## src/rtl/mem_arb_pkg.sv

```systemverilog
// Shared types and sizing for the backing-memory port arbiter.
package mem_arb_pkg;

    localparam int unsigned LINE_WORDS_DEF = 4;
    localparam int unsigned BEAT_W         = $clog2(LINE_WORDS_DEF);
    localparam int unsigned OFF_W          = BEAT_W + 2;

    typedef enum logic [1:0] {
        ST_IDLE  = 2'd0,
        ST_BURST = 2'd1,
        ST_RESP  = 2'd2
    } arb_state_t;

    typedef enum logic {
        OWN_I = 1'b0,
        OWN_D = 1'b1
    } owner_t;

endpackage

```

## src/rtl/rr_pick2.sv

```systemverilog
// Two-way round-robin picker: on a tie the requester that did not own the last burst wins.
module rr_pick2
    import mem_arb_pkg::*;
(
    input  logic   req_i,
    input  logic   req_d,
    input  owner_t last_owner,
    output logic   grant_valid,
    output owner_t grant_owner
);

    always_comb begin
        grant_valid = req_i | req_d;
        grant_owner = OWN_I;
        if (req_i && req_d) begin
            grant_owner = (last_owner == OWN_I) ? OWN_D : OWN_I;
        end else if (req_d) begin
            grant_owner = OWN_D;
        end
    end

endmodule

```

## src/rtl/mem_port_arbiter.sv

```systemverilog
// Shares the single backing-memory port between Icache refills and Dcache refill/write-back,
// sequencing one cache line per grant and returning a one-cycle done to the owner.
module mem_port_arbiter
    import mem_arb_pkg::*;
#(
    parameter  int unsigned ADDR_W     = 32,
    parameter  int unsigned DATA_W     = 32,
    parameter  int unsigned LINE_WORDS = LINE_WORDS_DEF,
    localparam int unsigned BW         = (LINE_WORDS == LINE_WORDS_DEF) ? BEAT_W : $clog2(LINE_WORDS),
    localparam int unsigned OW         = (LINE_WORDS == LINE_WORDS_DEF) ? OFF_W  : BW + 2
) (
    input  logic              clk,
    input  logic              rst_n,
    input  logic              i_req,
    input  logic [ADDR_W-1:0] i_addr,
    output logic              i_rvalid,
    output logic [DATA_W-1:0] i_rdata,
    output logic [BW-1:0]     i_beat,
    output logic              i_done,
    input  logic              d_req,
    input  logic              d_we,
    input  logic [ADDR_W-1:0] d_addr,
    input  logic [DATA_W-1:0] d_wdata,
    output logic              d_rvalid,
    output logic [DATA_W-1:0] d_rdata,
    output logic [BW-1:0]     d_beat,
    output logic              d_done,
    output logic              mem_req,
    output logic              mem_we,
    output logic [ADDR_W-1:0] mem_addr,
    output logic [DATA_W-1:0] mem_wdata,
    input  logic [DATA_W-1:0] mem_rdata,
    input  logic              mem_ready,
    output logic              busy
);

    localparam int unsigned LINE_W = ADDR_W - OW;

    arb_state_t        state_q, state_d;
    owner_t            owner_q, owner_d;
    owner_t            last_q,  last_d;
    logic [LINE_W-1:0] base_q,  base_d;
    logic              we_q,    we_d;
    logic [BW-1:0]     beat_q,  beat_d;

    logic   grant_valid;
    owner_t grant_owner;
    logic   last_beat;

    // Byte/word offsets of the request address are replaced by the beat counter.
    logic unused_offsets;
    assign unused_offsets = ^{i_addr[OW-1:0], d_addr[OW-1:0]};

    rr_pick2 u_pick (
        .req_i       (i_req),
        .req_d       (d_req),
        .last_owner  (last_q),
        .grant_valid (grant_valid),
        .grant_owner (grant_owner)
    );

    assign last_beat = (beat_q == BW'(LINE_WORDS - 1));

    always_ff @(posedge clk or negedge rst_n) begin
        if (!rst_n) begin
            state_q <= ST_IDLE;
            owner_q <= OWN_I;
            last_q  <= OWN_I;
            base_q  <= '0;
            we_q    <= 1'b0;
            beat_q  <= '0;
        end else begin
            state_q <= state_d;
            owner_q <= owner_d;
            last_q  <= last_d;
            base_q  <= base_d;
            we_q    <= we_d;
            beat_q  <= beat_d;
        end
    end

    // Beat counter wraps to zero naturally on the final beat (LINE_WORDS is a power of two).
    always_comb begin
        state_d = state_q;
        owner_d = owner_q;
        last_d  = last_q;
        base_d  = base_q;
        we_d    = we_q;
        beat_d  = beat_q;
        case (state_q)
            ST_IDLE: begin
                if (grant_valid) begin
                    state_d = ST_BURST;
                    owner_d = grant_owner;
                    base_d  = (grant_owner == OWN_D) ? d_addr[ADDR_W-1:OW] : i_addr[ADDR_W-1:OW];
                    we_d    = (grant_owner == OWN_D) && d_we;
                    beat_d  = '0;
                end
            end
            ST_BURST: begin
                if (mem_ready) begin
                    beat_d = beat_q + BW'(1);
                    if (last_beat) begin
                        state_d = ST_RESP;
                        last_d  = owner_q;
                    end
                end
            end
            ST_RESP: state_d = ST_IDLE;
            default: state_d = ST_IDLE;
        endcase
    end

    always_comb begin
        logic in_burst;
        logic rd_beat;
        in_burst  = (state_q == ST_BURST);
        rd_beat   = in_burst && mem_ready && !we_q;

        mem_req   = in_burst;
        mem_we    = in_burst && we_q;
        mem_addr  = in_burst ? {base_q, beat_q, 2'b00} : '0;
        mem_wdata = (in_burst && we_q) ? d_wdata : '0;

        i_rvalid  = rd_beat && (owner_q == OWN_I);
        d_rvalid  = rd_beat && (owner_q == OWN_D);
        i_rdata   = i_rvalid ? mem_rdata : '0;
        d_rdata   = d_rvalid ? mem_rdata : '0;
        i_beat    = (in_burst && owner_q == OWN_I) ? beat_q : '0;
        d_beat    = (in_burst && owner_q == OWN_D) ? beat_q : '0;

        i_done    = (state_q == ST_RESP) && (owner_q == OWN_I);
        d_done    = (state_q == ST_RESP) && (owner_q == OWN_D);
        busy      = (state_q != ST_IDLE);
    end

endmodule

```

## config.mk

```make
export PLATFORM = sky130hd
export DESIGN_NAME = mem_port_arbiter
export DESIGN_NICKNAME = d
export VERILOG_FILES = /design/src/rtl/mem_arb_pkg.sv /design/src/rtl/rr_pick2.sv /design/src/rtl/mem_port_arbiter.sv
export SDC_FILE = /design/constraint.sdc
export NUM_CORES = 1
export LEC_CHECK = 0
export BUFFER_PORTS_ARGS = -buffer_cell sky130_fd_sc_hd__clkbuf_2
export CAP_MARGIN = 20
export CORE_AREA = 3 3 105 107
export CTS_CLUSTER_DIAMETER = 30
export DETAILED_ROUTE_END_ITERATION = 16
export DIE_AREA = 0 0 108 110
export SKIP_LAST_GASP = 1
export SLEW_MARGIN = 25
export SYNTH_ARGS = -nofsm -noshare
export SYNTH_HDL_FRONTEND = slang
export SYNTH_SLANG_ARGS = --single-unit
```

## constraint.sdc

```tcl
create_clock -name clk -period 1.9 [get_ports clk]
set_clock_uncertainty 0.1 [all_clocks]
set_input_delay 0.38 -clock clk [delete_from_list [all_inputs] [get_ports clk]]
set_output_delay 0.38 -clock clk [all_outputs]
set_load 0.01 [all_outputs]
```

* Word-level counts from Yosys, hierarchy flattened
Index checks and enable logic that the tools add are counted.
** Word-level totals
- Bits in registers :: 35
- Latch bits :: 0
- Bits in writable memories :: 0
- Memory bits (read-only) :: 0
- Logic and storage cells :: 51
- Memories kept :: 0
** Operators by class
- Add/sub/neg operators :: 1
- Multipliers :: 0
- Div/mod/pow operators :: 0
- $lt $le $gt $ge :: 0
- Equality and inequality tests :: 6
- Shift-type cells :: 0
- Mux-type cells :: 17
- Bitwise gates (word level) :: 2
- Reductions and logical operators :: 19
** Operators by type and width (number)
- $mux W32 :: 4
- $mux W28 :: 1
- $mux W2 :: 7
- $logic_and A1 B1 Y1 :: 11
- $reduce_and A3 Y1 :: 3
- $pmux W2 S2 :: 2
- $eq A2 B2 Y1 const B :: 2
- $ne A2 B1 Y1 const B :: 2
- $reduce_bool A2 Y1 :: 2
- $mux W1 :: 3
- $add A2 B1 Y2 const B :: 1
- $eq A2 B1 Y1 const B :: 1
- $logic_not A2 Y1 :: 1
- $ne A2 B2 Y1 const B :: 1
- $reduce_and A2 Y1 :: 1
- $logic_not A1 Y1 :: 1
- $not A1 Y1 :: 1
- $or A1 B1 Y1 :: 1

* Longest topological paths before layout
- Depth after elaboration :: 5
- Depth in mapped cells :: 5
- Gate-level depth less buffers :: 4

* By module
A second synthesis with hierarchy kept.
** Second synthesis, totals
- Cells, all modules :: 316
- Area, all modules :: 2757.6 sq um
** By module, submodules not included
- mem_port_arbiter :: times used 1, cells each 314, area an instance 2743.9 sq um
- rr_pick2 :: times used 1, cells each 2, area an instance 13.8 sq um

* Worst setup path after synthesis
No wires, ideal clock.
- Path type :: register -> output
- From :: reg state_q[1]
- To :: out d_rdata[17]
- Data arrival time :: 1.303 ns
- Path slack :: 0.117 ns
- Stages on the path, launching flop included :: 6
- Buffers on the path :: 2
- Cell sequence :: dfrtp_1 -> buf_2 -> nand3b_4 -> nor3b_4 -> buf_2 -> and2_1
** Between the ends
- Cells in the longest elaborated chain, start to end :: 5
** RTL lines
- from (decl) :: RTL line mem_port_arbiter.sv:39 : arb_state_t state_q, state_d;
- from (signal assigned) :: RTL line mem_port_arbiter.sv:73 : state_q <= state_d;
- $eq A2 B1 Y1 :: RTL line mem_port_arbiter.sv:117 : in_burst = (state_q == ST_BURST);
- $logic_and A1 B1 Y1 (2 in series) :: RTL line mem_port_arbiter.sv:118 : rd_beat = in_burst && mem_ready && !we_q;
- $logic_and A1 B1 Y1 :: RTL line mem_port_arbiter.sv:126 : d_rvalid = rd_beat && (owner_q == OWN_D);
- net d_rvalid :: RTL line mem_port_arbiter.sv:24 : output logic d_rvalid,
- $mux W32 :: RTL line mem_port_arbiter.sv:128 : d_rdata = d_rvalid ? mem_rdata : '0;
- to (decl) :: RTL line mem_port_arbiter.sv:25 : output logic [DATA_W-1:0] d_rdata,
The timed path passes the listed nets, and every way through them passes these cells.

* Worst setup path in the final report
- From :: reg state_q[1]
- To :: out d_rdata[3]
** Between the ends
- Cells in the longest elaborated chain, start to end :: 5
** RTL lines (RTL line)
- $eq A2 B1 Y1 :: mem_port_arbiter.sv:117
- $logic_and A1 B1 Y1 (2 in series) :: mem_port_arbiter.sv:118
- $logic_and A1 B1 Y1 :: mem_port_arbiter.sv:126
- $mux W32 :: mem_port_arbiter.sv:128
Every way passes these cells.

==> impl_metrics.toml <==
[run_status]
status = "finished with violations"
violations = "negative setup slack"

[synth]
syn-cell-area_mm2 = 0.002704
synthCells = 315
yosys_register_bits = 35
synth_enable_flop_cells = 0
async_reset_ff_share_pct = 100.0
synth_ff_type = "dfrtp_1"
yosys_warnings = 0
syn_avg_cell_area_um2 = 8.584
yosysUniqueCellTypes = 31
synth-seq-area-share_pct = 32.39

[die]
die_h_um = 110
ios = 273
rows = 37
core_mm2 = 0.01023
die_w_um = 108
start_util_pct = 26.43
die-area_mm2 = 0.01188

[sta]
slew_headroom_pct = 54.67
worst_slew_pin_slew_ps = 677.7
final.setup.worst_slack_ps = -253.7
fmax_mhz = 464.3
rsz0062_at_grt = "yes"
setup_viol = 131
fin_crit_sh_pct = 113.4
slew_viol_final = 0
period_needed_ps = 2154
finalHoldViolations = 0

[global_route]
track_usage_pct = 16.87
grt_pass1_wl_mm = 15.84
antenna_found_initial = 0
grt_overflow = 0
grt_pass1_vias = 3089
grt_max_degree = 36

[route]
wire_per_inst_um = 16.76
via_per_inst = 4.817
drt_iter0_markers = 183
vias = 3430
drtPass1Iterations = 4
drt_wl_total_mm = 11.94
drtAntennaViolNets = 0
drcViolationCount = 0

[power]
power_frac_clock_pct = 8.7
combPwrFrac_pct = 69.1
power.total_w = 0.006039
vdd_drop_max_v = 0.0006008
switching_share_pct = 41.61
pwr-share-seq_pct = 22.2
internal_power_w = 0.003527
power_switching_w = 0.002513
p_leak_nw = 2.611
powerDensity_mw_per_mm2 = 1296

[final_layout]
final_area_mm2 = 0.004659
final_cell_mix = "clkbuf_2 (205), and2_1 (73), and3_1 (36)"
drive_above_1_share_pct = 57.81
syn2layout_area_growth_pct = 72.33
nets = 710
layout_commonest_cell = "clkbuf_2"
antenna_cells = 0

[critical_path]
slowest_stage = "dfrtp_1"
crit_path_start_kind = "flop"
path_max_fanout = 8
cp_cell_sequence = "nand3b_4 -> nor3b_4 -> buf_6 -> buf_6 -> and2_1 -> buf_2"
slowest_delay_ps = 400
cp_data_arrival_time_ps = 1670
cp_common_cell = "buf_6"
path_class = "reg2out"
crit_path_end_kind = "primary output"
cp.required_ps = 1420

[placed_design]
hpwl_mm = 8.897
io_buffers = 262
place_ws_ps = 84.02
gp_congestion = 0.7555
place_area_mm2 = 0.004189

[clock_tree]
cts_tree = "done"
root_buffer = "clkbuf_8"
clock_latency_ps = 280
clk_pin_slew_ps = 70
cts_sinks = 35
cts_buffer_depth = 2
htree_levels = 2
cts_buffers = 5

[min_path]
hold_class = "in2async"

[job]
drv_cap = 0
==> layout make-up <==
type	count	area [um^2]
sequential	35	877.1
inverter	1	3.754
clock inverter	1	5.005
timing repair buffer	291	1817
fill	1015	5572
tap	136	170.2
clock buffer	7	76.32
multi-input combinational	241	1710
==> worst paths after layout <==
kind	from	slack, ps	cells after the start	endpoint
setup reg to reg	state_q[1]	160	6	last_q
hold / removal	rst_n	30	2	base_q[22]
hold reg to reg	base_q[10]	440	1	base_q[10]
max in group asynchronous	rst_n	1300	2	state_q[0]
min in group clk	i_addr[8]	210	3	base_q[4]
setup / recovery	state_q[1]	-250	6	d_rdata[3]
==> registers in the layout (all words and copies together) (netlist names) <==
| name | flops |
|---|---|
| base_q | 28 |
| beat_q | 2 |
| last_q | 1 |
| owner_q | 1 |
| state_q | 2 |
| we_q | 1 |
==> power groups by stage <==
stage / Clock (W) / Combinational [W] / Sequential (W)
6_report: 0.000528 / 0.00417 / 0.00134
5_1_grt: 0.000584 / 0.00452 / 0.00139
4_1_cts: 0.000542 / 0.00382 / 0.00133
3_5_place_dp: 0 / 0.00367 / 0.00133
3_3_place_gp: 0 / 0.00360 / 0.00133
2_1_floorplan: 0 / 0.00226 / 0.00123
==> metal layers <==
| layer | track usage [%] | part of all wire [%] | routed length [um] |
|---|---|---|---|
| met5 | 0 | 0 | 0 |
| met4 | 3.066 | 0.81 | 97 |
| met3 | 3.494 | 7.4 | 883 |
| met2 | 31.88 | 53 | 6362 |
| met1 | 19.85 | 38 | 4592 |
==> cells in the mapped netlist, types with 2 or more instances <==
library cell	count	area, um^2
buf_2	7	35.03
nor2_1	2	7.510
and3_1	36	225.2
buf_6	3	33.78
nor2b_1	2	12.51
a2bb2oi_1	28	245.2
a2111oi_0	28	245.2
and2_1	95	594.3
o21ai_0	2	10.01
clkbuf_1	24	90.09
nand2_1	31	116.4
buf_4	3	22.52
clkbuf_2	2	10.01
dfrtp_1	35	875.8
==> what timing repair did <==
item                                    CTS  global route
hold buffers                              0             0
gates cloned                              1             3
pin swaps                                 0            19
setup buffers                             4             5
resized for setup                         6           110
endpoints found under the setup margin  132           136
==> through the flow <==
| step | util [%] | TNS [ps] | cells | hold slack, ps |
|---|---|---|---|---|
| floorplan | - | 0 | 316 | -15.59 |
| global placement | 40.80 | -977.7 | 691 | 352.4 |
| CTS | 42.45 | -18220 | 705 | 47.07 |
| detailed placement | 40.94 | 0 | 692 | 354.8 |
| finish | 45.54 | -17980 | 712 | 27.90 |
| global route | 45.54 | -27600 | 712 | 56.65 |
==> worst max-delay path: cells and delay by family (launching register included) <==
kind | cells | cell delay (ps)
and+or+nand+nor | 3 | 550
DFF | 1 | 400
buffers and inverters | 3 | 440
==> kinds of logic (layout without fill, tap and decap cells) <==
| group | Yosys count | count (layout) | synth area share, % |
|---|---|---|---|
| other cells | 1 | 2 | 0.1387 |
| simple gates | 173 | 173 | 38.87 |
| fa+ha+maj | 1 | 1 | 0.4627 |
| mux | 1 | 1 | 0.4164 |
| compound gates | 64 | 64 | 20.50 |
| flops | 35 | 35 | 32.39 |
| buf+inv | 40 | 300 | 7.219 |
Note: power is estimated with default switching activity, not from simulation.
